===== src/rtl/gray_ctrl_pkg.sv =====
// Shared definitions for the Gray-coded stepping position controller.
//   POS_W   : width of the position / Gray code (3 bits, 8 positions)
//   state_t : controller states IDLE, RUN, DONE
package gray_ctrl_pkg;
   localparam int POS_W = 3;

   typedef enum logic [1:0] {
      IDLE = 2'd0,
      RUN  = 2'd1,
      DONE = 2'd2
   } state_t;
endpackage


===== src/rtl/bin_to_gray.sv =====
// 3-bit binary to Gray code converter, purely combinational.
//   bin  : binary input
//   gray : Gray code output (g2=b2, g1=b1^b2, g0=b0^b1)
module bin_to_gray
   import gray_ctrl_pkg::*;
(
   input  logic [POS_W-1:0] bin,
   output logic [POS_W-1:0] gray
);
   assign gray = {bin[2], bin[2] ^ bin[1], bin[1] ^ bin[0]};
endmodule


===== src/rtl/gray_step_ctrl.sv =====
// Stepping position controller: moves a 3-bit position one step every
// STEP_DIV cycles in a fixed direction until it reaches a target.
//   clk    : clock, rising edge
//   rst_n  : synchronous active-low reset
//   start  : request a move (only looked at in IDLE)
//   dir    : 1 = up (+1), 0 = down (-1), captured with start
//   target : destination position, captured with start
//   abort  : cancel a move in progress (RUN only)
//   pos    : current position (registered)
//   gray   : Gray code of pos
//   busy   : high in RUN
//   step   : one-cycle pulse when the position advances
//   done   : one-cycle pulse when a move completes
module gray_step_ctrl
   import gray_ctrl_pkg::*;
#(
   parameter int STEP_DIV = 4
)(
   input  logic             clk,
   input  logic             rst_n,
   input  logic             start,
   input  logic             dir,
   input  logic [POS_W-1:0] target,
   input  logic             abort,
   output logic [POS_W-1:0] pos,
   output logic [POS_W-1:0] gray,
   output logic             busy,
   output logic             step,
   output logic             done
);
   localparam int DIV_W = (STEP_DIV > 1) ? $clog2(STEP_DIV) : 1;
   localparam logic [DIV_W-1:0] DIV_TC = DIV_W'(STEP_DIV - 1);

   state_t           state, state_nxt;
   logic [POS_W-1:0] pos_q, pos_nxt;
   logic [POS_W-1:0] tgt_q, tgt_nxt;
   logic             dir_q, dir_nxt;
   logic [DIV_W-1:0] div_q, div_nxt;
   logic [POS_W-1:0] pos_stepped;

   always_ff @(posedge clk) begin
      if (!rst_n) begin
         state <= IDLE;
         pos_q <= '0;
         tgt_q <= '0;
         dir_q <= 1'b0;
         div_q <= '0;
      end else begin
         state <= state_nxt;
         pos_q <= pos_nxt;
         tgt_q <= tgt_nxt;
         dir_q <= dir_nxt;
         div_q <= div_nxt;
      end
   end

   // 3-bit arithmetic wraps naturally: 7+1 -> 0, 0-1 -> 7
   assign pos_stepped = dir_q ? pos_q + 3'd1 : pos_q - 3'd1;

   always_comb begin
      state_nxt = state;
      pos_nxt   = pos_q;
      tgt_nxt   = tgt_q;
      dir_nxt   = dir_q;
      div_nxt   = div_q;
      step      = 1'b0;
      case (state)
         IDLE: begin
            if (start) begin
               if (target == pos_q) begin
                  state_nxt = DONE;
               end else begin
                  state_nxt = RUN;
                  tgt_nxt   = target;
                  dir_nxt   = dir;
                  div_nxt   = '0;
               end
            end
         end
         RUN: begin
            // abort beats a coincident terminal count: no step, pos held
            if (abort) begin
               state_nxt = IDLE;
               div_nxt   = '0;
            end else if (div_q == DIV_TC) begin
               step    = 1'b1;
               pos_nxt = pos_stepped;
               div_nxt = '0;
               if (pos_stepped == tgt_q) state_nxt = DONE;
            end else begin
               div_nxt = div_q + DIV_W'(1);
            end
         end
         DONE:    state_nxt = IDLE;
         default: state_nxt = IDLE;
      endcase
   end

   assign pos  = pos_q;
   assign busy = (state == RUN);
   assign done = (state == DONE);

   bin_to_gray u_b2g (
      .bin  (pos_q),
      .gray (gray)
   );
endmodule


===== config.mk =====
export PLATFORM = sky130hd
export DESIGN_NAME = gray_step_ctrl
export DESIGN_NICKNAME = d
export VERILOG_FILES = /design/src/rtl/gray_ctrl_pkg.sv /design/src/rtl/bin_to_gray.sv /design/src/rtl/gray_step_ctrl.sv
export SDC_FILE = /design/constraint.sdc
export NUM_CORES = 1
export LEC_CHECK = 0
export BUFFER_PORTS_ARGS = -buffer_cell sky130_fd_sc_hd__buf_4
export CAP_MARGIN = 0
export CORE_MARGIN = 5
export CORE_UTILIZATION = 30
export DETAILED_ROUTE_END_ITERATION = 10
export PLACE_DENSITY_LB_ADDON = 0.08
export SLEW_MARGIN = 20
export SYNTH_ARGS = -nofsm -noshare
export SYNTH_HDL_FRONTEND = slang
export SYNTH_SLANG_ARGS = --single-unit
export TNS_END_PERCENT = 10

===== constraint.sdc =====
create_clock -name clk -period 3.3 [get_ports clk]
set_clock_uncertainty 0.15 [all_clocks]
set_input_delay 0.165 -clock clk [delete_from_list [all_inputs] [get_ports clk]]
set_output_delay 0.165 -clock clk [all_outputs]
set_load 0.01 [all_outputs]

# Word level (Yosys, flattened, before mapping)
# Cells that the tools add are included.
# W data, S select, Z words.
dict set report word_totals {
  input_bits 8
  regBits 11
  out_inout_bits 9
  word_cells 42
}
dict set report op_classes {
  muxes 15
  eq_ne 9
  addsub 3
  reduce_logical 6
  n_bitwise 4
}
# operator count
set op_table {}
lappend op_table {{$mux W2} 9}
lappend op_table {{$reduce_and A3 Y1} 4}
lappend op_table {{$pmux W2 S2} 2}
lappend op_table {{$eq A3 B3 Y1} 2}
lappend op_table {{$ne A3 B2 Y1 const B} 2}
lappend op_table {{$eq A2 B2 Y1 const B} 2}
lappend op_table {{$ne A2 B2 Y1 const B} 2}
lappend op_table {{$add A3 B1 Y3 const B} 1}
lappend op_table {{$mux W1} 3}
lappend op_table {{$mux W3} 1}
lappend op_table {{$sub A3 B1 Y3 const B} 1}
lappend op_table {{$add A2 B1 Y2 const B} 1}
lappend op_table {{$eq A2 B1 Y1 const B} 1}
lappend op_table {{$logic_not A2 Y1} 1}
lappend op_table {{$not A1 Y1} 2}
lappend op_table {{$reduce_bool A2 Y1} 1}
lappend op_table {{$xor A1 B1 Y1} 2}

# Longest topological paths before layout
# Gate-level depths: netlist (run 1).
dict set report logic_depth {
  depth_word 7
  mapped_depth 7
  mapped_depth_nobuf 6
}

# By module
# From an unflattened synthesis (run 1), not the netlist that was laid out.
dict set report unflattened {
  cells_unflattened 72
  hier_area_um2 644.4
}
# module n_inst area_each_um2 seq_area_each_um2 cells_each
set by_module_without_submodules {}
lappend by_module_without_submodules {gray_step_ctrl 1 619.3 220.2 69}
lappend by_module_without_submodules {bin_to_gray 1 25.0 0.0 3}

# Worst setup path after synthesis (run 1)
# No wires, ideal clock.
dict set report synth_path {
  kind {flip-flop to flip-flop}
  from {register pos_q[0] (netlist: pos[0])}
  to {register state[0]}
  path_buffers 0
  required_time_ns 3.034
  stages_incl_launch_ff 7
  setup_ns 0.116
  setup_slack_ns 1.333
  arrival_ns 1.700
  cell_sequence {dfxtp_1 -> inv_1 -> fa_1 -> xor2_1 -> xnor2_1 -> a41oi_1 -> a41o_2}
}
dict set report synth_between {
  elab_chain_cells 5
  elab_cells_between_ends 10
  cone_classes {2 x add/sub; 3 x eq/ne; 4 x mux; 1 x reduce/logical}
}
# item line
set synth_rtl {}
lappend synth_rtl {{from (decl)} gray_step_ctrl.sv:35} ;# logic [POS_W-1:0] pos_q, pos_nxt;
lappend synth_rtl {{from (signal assigned)} gray_step_ctrl.sv:50} ;# pos_q <= pos_nxt;
lappend synth_rtl {{$sub A3 B1 Y3 or $add A3 B1 Y3 (tied branches)} gray_step_ctrl.sv:58} ;# assign pos_stepped = dir_q ? pos_q + 3'd1 : pos_q - 3'd1;
lappend synth_rtl {{$mux W3 (*)} gray_step_ctrl.sv:58}
lappend synth_rtl {{via pos_stepped[0]} gray_step_ctrl.sv:39} ;# logic [POS_W-1:0] pos_stepped;
lappend synth_rtl {{$eq A3 B3 Y1 (*)} gray_step_ctrl.sv:89} ;# if (pos_stepped == tgt_q) state_nxt = DONE;
lappend synth_rtl {{$ne A3 B2 Y1 (no source line) (*)} --}
lappend synth_rtl {{$reduce_and A3 Y1 (no source line) (*)} --}
lappend synth_rtl {{to (signal assigned)} gray_step_ctrl.sv:49} ;# state <= state_nxt;
lappend synth_rtl {{to (decl)} gray_step_ctrl.sv:34} ;# state_t state, state_nxt;
# Mark *: on every way through the listed nets, which the timed path passes. The rest lies on a longest branch. The select of a mux whose other input is x is not followed.
# A chain may end at the register's enable or synchronous reset.

# Final worst setup path (run 1)
dict set report layout_path {
  from {register pos_q[1] (netlist: pos[1])}
  to {register state[0]}
}
dict set report layout_between {
  elab_chain_cells 5
  elab_cells_between_ends 10
  cone_classes {2 x add/sub; 3 x eq/ne; 4 x mux; 1 x reduce/logical}
}
# item line
set layout_rtl {}
lappend layout_rtl {{$sub A3 B1 Y3 or $add A3 B1 Y3 (tied branches)} gray_step_ctrl.sv:58}
lappend layout_rtl {{$mux W3} gray_step_ctrl.sv:58}
lappend layout_rtl {{$eq A3 B3 Y1} gray_step_ctrl.sv:89}
lappend layout_rtl {{$ne A3 B2 Y1 (no source line)} --}
lappend layout_rtl {{$reduce_and A3 Y1 (no source line)} --}
# Several ways; a longest one is shown, not always the timed one. The select of a mux whose other input is x is not followed.

==> flow_metrics.tcl, run 1 <==
set metrics [dict create \
    status "complete, no violations" \
    hold_viol 0 \
    core-area_mm2 0.00219 \
    grt_pass1_wl_um 2330 \
    die_w_um 57.7 \
    syn_area_um2 682 \
    cts_resized 0 \
    yosysWarnings 0 \
    synth_nets 82 \
    clkTransAtPathRegs_ps 70 \
    crit_slowest_cell "fa_1" \
    synthCells 72 \
    synth_common_cells "11 x dfxtp_1, 10 x nand2_1, 6 x xor2_1" \
    fillers 227 \
    worst_slack_ps 1240 \
    drv_cap 0 \
    die_area_mm2 0.00333 \
    register_area_um2 220 \
    avgViaCountPerCell 4.58 \
    min_period_ps 2060 \
    synth_top_flop_cell "dfxtp_1" \
    max-clock-path-buffers 2 \
    async_reset_ff_share_pct 0 \
    drtIter0Drc 10 \
    multi_input_area_um2 407 \
    p_leak_nw 0.381 \
    htree_levels 1 \
    fin_crit_sh_pct 62.4 \
    start_util_pct 31.1 \
    worstSkewPairLatency_ps 270 \
    final_nets 99 \
    clkSinkCount 11 \
    vias 531 \
    netlist_top_cells_area "dfxtp_1 32%, xor2_1 7.7%, xnor2_1 6.4%" \
    grt_pass1_vias 517 \
    critical_path_buf_inv_count 1 \
    synth_cell_types 31 \
    startpoint_type "flop" \
    synth_top_area_share_pct 32.3 \
    cp.required_ps 3320 \
    finalWirelength_um 1350 \
    grt_setup_unrepaired "no" \
    total_power_uw 282 \
    path_cells "inv_1, fa_1, xor2_1, a41oi_1, a41o_2" \
    cp_slowest_stage_delay_ps 560 \
    end_kind "flop" \
    peakVddDrop_uv 163 \
    grt_max_degree 17 \
    setup_tns_ps 0 \
    num_rows 17 \
    gr-usage-all-layers_pct 9.28 \
    yosys.area.top_type "dfxtp_1" \
    diodes 0 \
    synth_edf_count 0 \
    remaining_drc_errors 0 \
    cts_buffers 3 \
    gp_congestion 0.677 \
    syn_to_final_growth_pct 22.8 \
    post-synth-top-count-cell "dfxtp_1" \
    max_slew_margin_pct 76.3 \
    port_buffers 16 \
    wire_per_inst_um 11.6 \
    hold_path_class "primary input to flop" \
    worstMarginPinSlew_ps 355 \
    critPathMaxFanout 6 \
    crit_type "flop to flop" \
    setup_viol 0 \
    max_freq_ghz 0.486 \
    overflow 0 \
    cts_root_buf "clkbuf_4" \
    hpwl_um 1070 \
    ys_ff_latch 11 \
    ant_nets 0 \
    ioPinCount 17 \
    syn_area_per_cell_um2 9.47 \
    first_pass_iters 4 \
    power.density_mw_per_mm2 337 \
    post_route_cells_drive_above_1_share_pct 26.1 \
    dp_slack_ps 1230 \
    fp.dieH_um 57.7 \
    slew_viol_final 0 \
    cts_tree "built" \
    antenna_found_initial 0 \
    crit_family "adder cells" \
    yosysSeqAreaShare_pct 32.3 \
    crit_arrival_ps 2080 \
]
[layer usage]
metal	wire, um	track usage (%)	vias up
met3	81	3.12	5
met5	0	0	-
met4	43	5.96	0
li1	-	-	277
met2	625	13.2	11
met1	598	11.9	238
[flip-flops by register name, summed over array words and instances, names as in the netlist]
register / cells
div_q: 2
state: 2
pos: 3
tgt_q: 3
dir_q: 1
[cell usage in the layout, fill, tap and decap left out, drive strengths merged, types with 2 or more instances in the layout]
| cell | count |
|---|---|
| nand2 | 10 |
| clkbuf | 4 |
| xnor2 | 6 |
| o21a | 2 |
| mux2i | 4 |
| nor2b | 2 |
| and2 | 2 |
| dfxtp | 11 |
| a32o | 2 |
| xor2 | 6 |
| nor2 | 2 |
| nand3 | 3 |
| buf | 17 |
| inv | 3 |
[area by class of cell]
class | count | area share (%)
flip-flops and latches | 11 | 26.3
inverters | 3 | 1.35
multi-input cells | 52 | 48.6
clock buffers | 4 | 3.14
well taps | 28 | 4.19
repair buffers | 18 | 16.4
[tightest hold or removal path: cells and delay by family]
family / cells / cell delay, ps
multiplexers: 1 / 60
AND/OR/NAND/NOR: 1 / 50
buffers and inverters: 1 / 120
[logic make-up (layout without fill, tap and decap cells)]
kind of cell | count (synthesis) | after routing | synth area share [%]
flops | 11 | 11 | 32.3
mux | 4 | 4 | 5.87
buf+inv | 9 | 25 | 8.07
fa+ha+maj | 2 | 2 | 4.77
simple gates | 24 | 24 | 18.5
compound gates | 10 | 10 | 12.3
xor+xnor | 12 | 12 | 18.2
[per-stage QoR]
step           util, %  cell area (um^2)  hold WS [ps]  instances
6_report          38.2               837          13.3        116
5_1_grt           38.2               837          17.6        116
4_1_cts           38.2               837          3.45        116
3_5_place_dp      36.6               801           281        111
3_3_place_gp      36.6               801           279        111
2_1_floorplan        -               682           157         72
[worst paths after layout]
check,startpoint,endpoint,slack [ps],cells past startpoint
min reg2reg,tgt_q[1],tgt_q[1],320,2
max reg2reg,pos[1],state[0],1240,5
min,target[2],tgt_q[2],10,3
max,pos[1],state[0],1240,5
[timing repair]
item / in CTS / in global routing
setup buffers: 0 / 0
hold buffers: 1 / 0
hold endpoints to repair: 1 / 0
[power by group]
| part | internal [mW] | switching [mW] | total (mW) |
|---|---|---|---|
| Clock | 0.0468 | 0.0466 | 0.0934 |
| Sequential | 0.138 | 0.00554 | 0.144 |
| Combinational | 0.0234 | 0.0213 | 0.0447 |
No activity file was read; power rests on OpenSTA's default activity.
==> inputs of run 2 (changes only) <==
- ABC_AREA: unset -> 1
- clock period: 3.3 -> 1.7 ns (I/O delays scaled with it)
==> run 2 against run 1 <==
  * Critical path type unchanged
  * Critical endpoint unchanged
  * Hold slack better by 19 ps
  * Via count grew 18%
  * Count of clock-buffer cells in the layout unchanged
  * Wire length is 11% higher
  * Final cell count increased by 25%
  * Area after synthesis decreased by 6.6%
  * Worst setup slack worse by 1300 ps
  * Design area up 9.3%
  * Register-to-register slack lost 1300 ps
  * Critical path depth grew 4
  * The run now ends with setup timing left
  * Flip-flop and latch count did not move
==> flow_metrics.tcl, run 2 <==
set metrics [dict create \
    status "finished, violations left" \
    violations "setup timing" \
    vias 625 \
    cts_resized 0 \
    dp_slack_ps -50.9 \
    holdCritStartpoint "start" \
    netlist_top_cells_area "dfxtp_1 35%, nand2_1 8.8%, a21oi_1 7.9%" \
    max_slew_margin_pct 77.4 \
    port_buffers 16 \
    diodes 0 \
    syn_to_final_growth_pct 43.6 \
    synth_cell_types 22 \
    ys_ff_latch 11 \
    drtIter0Drc 7 \
    power.density_mw_per_mm2 660 \
    clkPwrFrac_pct 29.6 \
    crit_arrival_ps 1770 \
    start_util_pct 31.8 \
    synth_top_area_share_pct 34.6 \
    grt_max_degree 9 \
    end_kind "flop" \
    final_cell_mix "21 x buf_4, 15 x nand2_1, 10 x a21oi_1" \
    cts_buffers 3 \
    gr-usage-all-layers_pct 10.4 \
    p_int_uw 429 \
    p_switching_uw 175 \
    overflow 0 \
    num_rows 16 \
    slew_viol_final 0 \
    fin_util_pct 45.7 \
    grt_setup_unrepaired "yes" \
    grt_pass1_vias 608 \
    peakVddDrop_uv 492 \
    fp.dieH_um 56.1 \
    cts_root_buf "clkbuf_4" \
    power_frac_seq_pct 47.0 \
    startpoint_type "flop" \
    first_pass_iters 3 \
    ant_nets 0 \
    worst_slack_ps -45.1 \
    ioPinCount 17 \
    synthCells 88 \
    dpl.cell_count 133 \
    finalWirelength_um 1490 \
    remaining_drc_errors 0 \
    p_comb_share_pct 23.4 \
    placed_area_um2 813 \
    fin_crit_sh_pct 103 \
    yosys.area.top_type "dfxtp_1" \
    setup_viol 1 \
    post-synth-top-count-cell "nand2_1" \
    layout_commonest_cell "buf_4" \
    worstMarginPinSlew_ps 337 \
    total_power_uw 604 \
    synth_common_cells "15 x nand2_1, 11 x dfxtp_1, 11 x inv_1" \
    drv_cap 0 \
    hpwl_um 1150 \
    die_w_um 56.1 \
    syn_area_per_cell_um2 7.24 \
    min_period_ps 1750 \
    hold_path_class "primary input to flop" \
    setup_tns_ps -45.1 \
    htree_levels 1 \
    synth_nets 98 \
    hold_viol 0 \
    fillers 224 \
    grt_pass1_wl_um 2580 \
    r2r-start "pos[1]" \
    whs_ps 32.4 \
    switching_share_pct 29.0 \
    layout.cells.non_filler 145 \
    clkTransAtPathRegs_ps 70 \
    max-clock-path-buffers 2 \
    die_area_mm2 0.00314 \
    core-area_mm2 0.00200 \
    finalInstanceArea_um2 915 \
    cp.required_ps 1720 \
    yosysSeqAreaShare_pct 34.6 \
    syn_area_um2 637 \
    gp_congestion 0.750 \
    synth_top_flop_cell "dfxtp_1" \
    min_path_cells 5 \
    p_leak_nw 0.435 \
    worstSkewPairLatency_ps 270 \
    synth_edf_count 0 \
    critical_path.startpoint "pos[1]" \
    async_reset_ff_share_pct 0 \
    max_freq_ghz 0.573 \
    antenna_found_initial 0 \
    cts_tree "built" \
    r2r_cells 9 \
    post_route_cells_drive_above_1_share_pct 32.2 \
    clkSinkCount 11 \
    crit_type "flop to flop" \
    wire_per_inst_um 10.3 \
    final_nets 129 \
    yosysWarnings 0 \
    avgViaCountPerCell 4.31 \
    critPathMaxFanout 2 \
]
[run 2: changes by cell type in the layout (fill, tap and decap cells not counted), sizes merged, moves of 5 or more]
cell / delta
nor2: +8
a21oi: +9
nand2: +6
inv: +11
dlygate4sd3: +5
o21ai: +7
[run 2: worst paths after layout]
path	to	slack (ps)
setup reg to reg	state[0]	-50
hold reg to reg	div_q[1]	320
setup / recovery	state[0]	-50
hold / removal	state[0]	30
[run 2: cell type report]
cell class / count / area, um^2 / area share [%]
multi-input combinational: 61 / 352 / 38.4
sequential: 11 / 228 / 24.9
timing repair buffer: 27 / 218 / 23.8
inverter: 15 / 57.6 / 6.29
tap: 27 / 33.8 / 3.69
clock buffer: 4 / 26.3 / 2.87
[run 2: cell families (layout without fill, tap and decap cells)]
| logic type | Yosys count | count (layout) | share of synthesized area, % |
|---|---|---|---|
| adder cells (fa/ha/maj) | 2 | 2 | 5.11 |
| AO/OA/AOI/OAI | 17 | 17 | 13.4 |
| XOR/XNOR | 6 | 6 | 8.25 |
| buffers and inverters | 16 | 46 | 10.2 |
| AND/OR/NAND/NOR | 36 | 36 | 28.5 |
| flip-flops | 11 | 11 | 34.6 |
[run 2: critical path: stages, from the launching register on]
cell,delay (ps)
dfxtp_4,350
inv_2,30
fa_1,500
xnor2_1,140
a21oi_1,140
nand3_1,100
nand2_1,80
nand3_1,70
nand2_1,60
inv_1,30
[run 2: metal layers]
metal,track usage [%],vias to the layer above,part of all wire (%)
met5,0,-,0
met4,3.05,0,0.80
met2,15.7,12,44
li1,-,344,-
met3,4.41,2,5.2
met1,13.3,267,50
[run 2: power by group through the flow]
stage / registers (mW) / clock network [mW] / logic (mW)
2_1_floorplan: 0.286 / 0 / 0.0856
3_3_place_gp: 0.290 / 0 / 0.123
3_5_place_dp: 0.290 / 0 / 0.124
4_1_cts: 0.284 / 0.190 / 0.138
5_1_grt: 0.287 / 0.204 / 0.159
6_report: 0.284 / 0.179 / 0.142
[run 2: repair_timing]
action                                 in CTS  in global routing
pin swaps                                   2                  1
gates cloned                                0                  0
setup buffers                               1                  1
hold buffers                                6                  0
endpoints found under the hold margin       8                  0
setup endpoints to repair                   2                  2
==> inputs of run 3 (changes only) <==
- CTS_BUF_LIST: unset -> sky130_fd_sc_hd__clkbuf_16
==> run 3 against run 2 <==
  * Total power is 40% higher
  * Critical path depth is the same
  * The run still ends with setup timing left
  * Sequential power about the same
  * Sequential share of layout area shrank 1.4 points
  * Critical endpoint unchanged
  * Global-route usage up 0.19 points
==> flow_metrics.tcl, run 3 (synthesis results as in run 2) <==
set metrics [dict create \
    status "finished, violations left" \
    violations "setup timing" \
    die_area_mm2 0.00314 \
    cts_tree "built" \
    diodes 0 \
    cts_root_buf "clkbuf_16" \
    grt_pass1_wl_um 2600 \
    fp.dieH_um 56.1 \
    p_leak_nw 0.462 \
    syn_to_final_growth_pct 51.9 \
    hpwl_um 1150 \
    num_rows 16 \
    grt_setup_unrepaired "yes" \
    final_cell_mix "21 x buf_4, 15 x nand2_1, 10 x inv_1, 10 x a21oi_1, 9 x dfxtp_1" \
    ant_nets 0 \
    critPathMaxFanout 2 \
    peakVddDrop_uv 678 \
    clkTransAtPathRegs_ps 40 \
    cts_resized 0 \
    startpoint_type "flop" \
    post_route_cells_drive_above_1_share_pct 32.2 \
    max_slew_margin_pct 77.4 \
    min_period_ps 1730 \
    crit_type "flop to flop" \
    vias 620 \
    path_cells "inv_2, fa_1, xnor2_1, a21oi_1, nand3_1, nand2_1, nand3_1, nand2_1, inv_1" \
    core-area_mm2 0.00200 \
    grt_max_degree 9 \
    worst_slack_ps -30.3 \
    max-clock-path-buffers 2 \
    fillers 216 \
    max_freq_ghz 0.578 \
    cp.required_ps 1690 \
    clkSinkCount 11 \
    crit_slowest_cell "fa_1" \
    wire_per_inst_um 10.2 \
    remaining_drc_errors 0 \
    power.density_mw_per_mm2 876 \
    first_pass_iters 2 \
    end_kind "flop" \
    drtIter0Drc 5 \
    cp_slowest_stage_delay_ps 500 \
    drv_cap 0 \
    dpl.cell_count 133 \
    fin_crit_sh_pct 102 \
    gr-usage-all-layers_pct 10.6 \
    ioPinCount 17 \
    antenna_found_initial 0 \
    slew_viol_final 0 \
    final_nets 129 \
    whs_ps 65.4 \
    die_w_um 56.1 \
    setup_viol 1 \
    placed_area_um2 813 \
    port_buffers 16 \
    gp_congestion 0.750 \
    worstMarginPinSlew_ps 337 \
    cts_buffers 3 \
    total_power_uw 847 \
    finalWirelength_um 1480 \
    overflow 0 \
    worstSkewPairLatency_ps 230 \
    htree_levels 1 \
    avgViaCountPerCell 4.28 \
    layout_commonest_cell "buf_4" \
    grt_pass1_vias 613 \
    crit_arrival_ps 1720 \
    start_util_pct 31.8 \
    layout.cells.non_filler 145 \
    finalInstanceArea_um2 967 \
    hold_viol 0 \
    hold_path_class "primary input to flop" \
]
[run 3: final cells by class]
class / instances / area, um^2 / share of cell area (%)
clock buffer: 3 / 75.1 / 7.76
clock inverter: 1 / 3.75 / 0.388
inverter: 15 / 57.6 / 5.95
multi-input combinational: 61 / 352 / 36.4
sequential: 11 / 228 / 23.5
tap: 27 / 33.8 / 3.49
timing repair buffer: 27 / 218 / 22.5
[run 3: worst paths after layout]
path,endpoint,slack [ps],from,cells after the start
worst max-delay path,state[0],-30,pos[1],9
worst min-delay path,state[0],70,start,5
worst max register to register,state[0],-30,pos[1],9
worst min register to register,div_q[1],320,div_q[1],2
[run 3: critical path: cells and delay by family, from the launching register on]
family	cells	cell delay, ps
fa+ha+maj	1	500
compound gates	1	140
xor+xnor	1	140
buf+inv	2	60
simple gates	4	310
flops	1	340
[run 3: power breakdown]
group	internal (mW)	switching [mW]
clock network	0.308	0.112
registers	0.272	0.0134
logic	0.0674	0.0734
[run 3: timing repair]
item / in CTS / in global routing
endpoints found under the setup margin: 2 / 2
buffers inserted: 1 / 1
hold buffers: 6 / 0
endpoints found under the hold margin: 6 / 0
pin swaps: 2 / 1
[run 3: through the flow]
stage	util (%)	setup slack (ps)	setup TNS (ps)
final	48.3	-30.3	-30.3
after global routing	48.3	-153	-242
after CTS	47.9	-45.5	-45.5
after detailed placement	40.6	-50.9	-50.9
after global placement	40.6	25.8	0
after floorplan	-	3.39	0
[run 3: metal layers]
metal	GRT usage [%]	part of all wire (%)	vias up
li1	-	-	343
met1	13.3	51	264
met2	15.7	43	11
met3	5.34	5.4	2
met4	3.05	0.47	0
met5	0	0	-
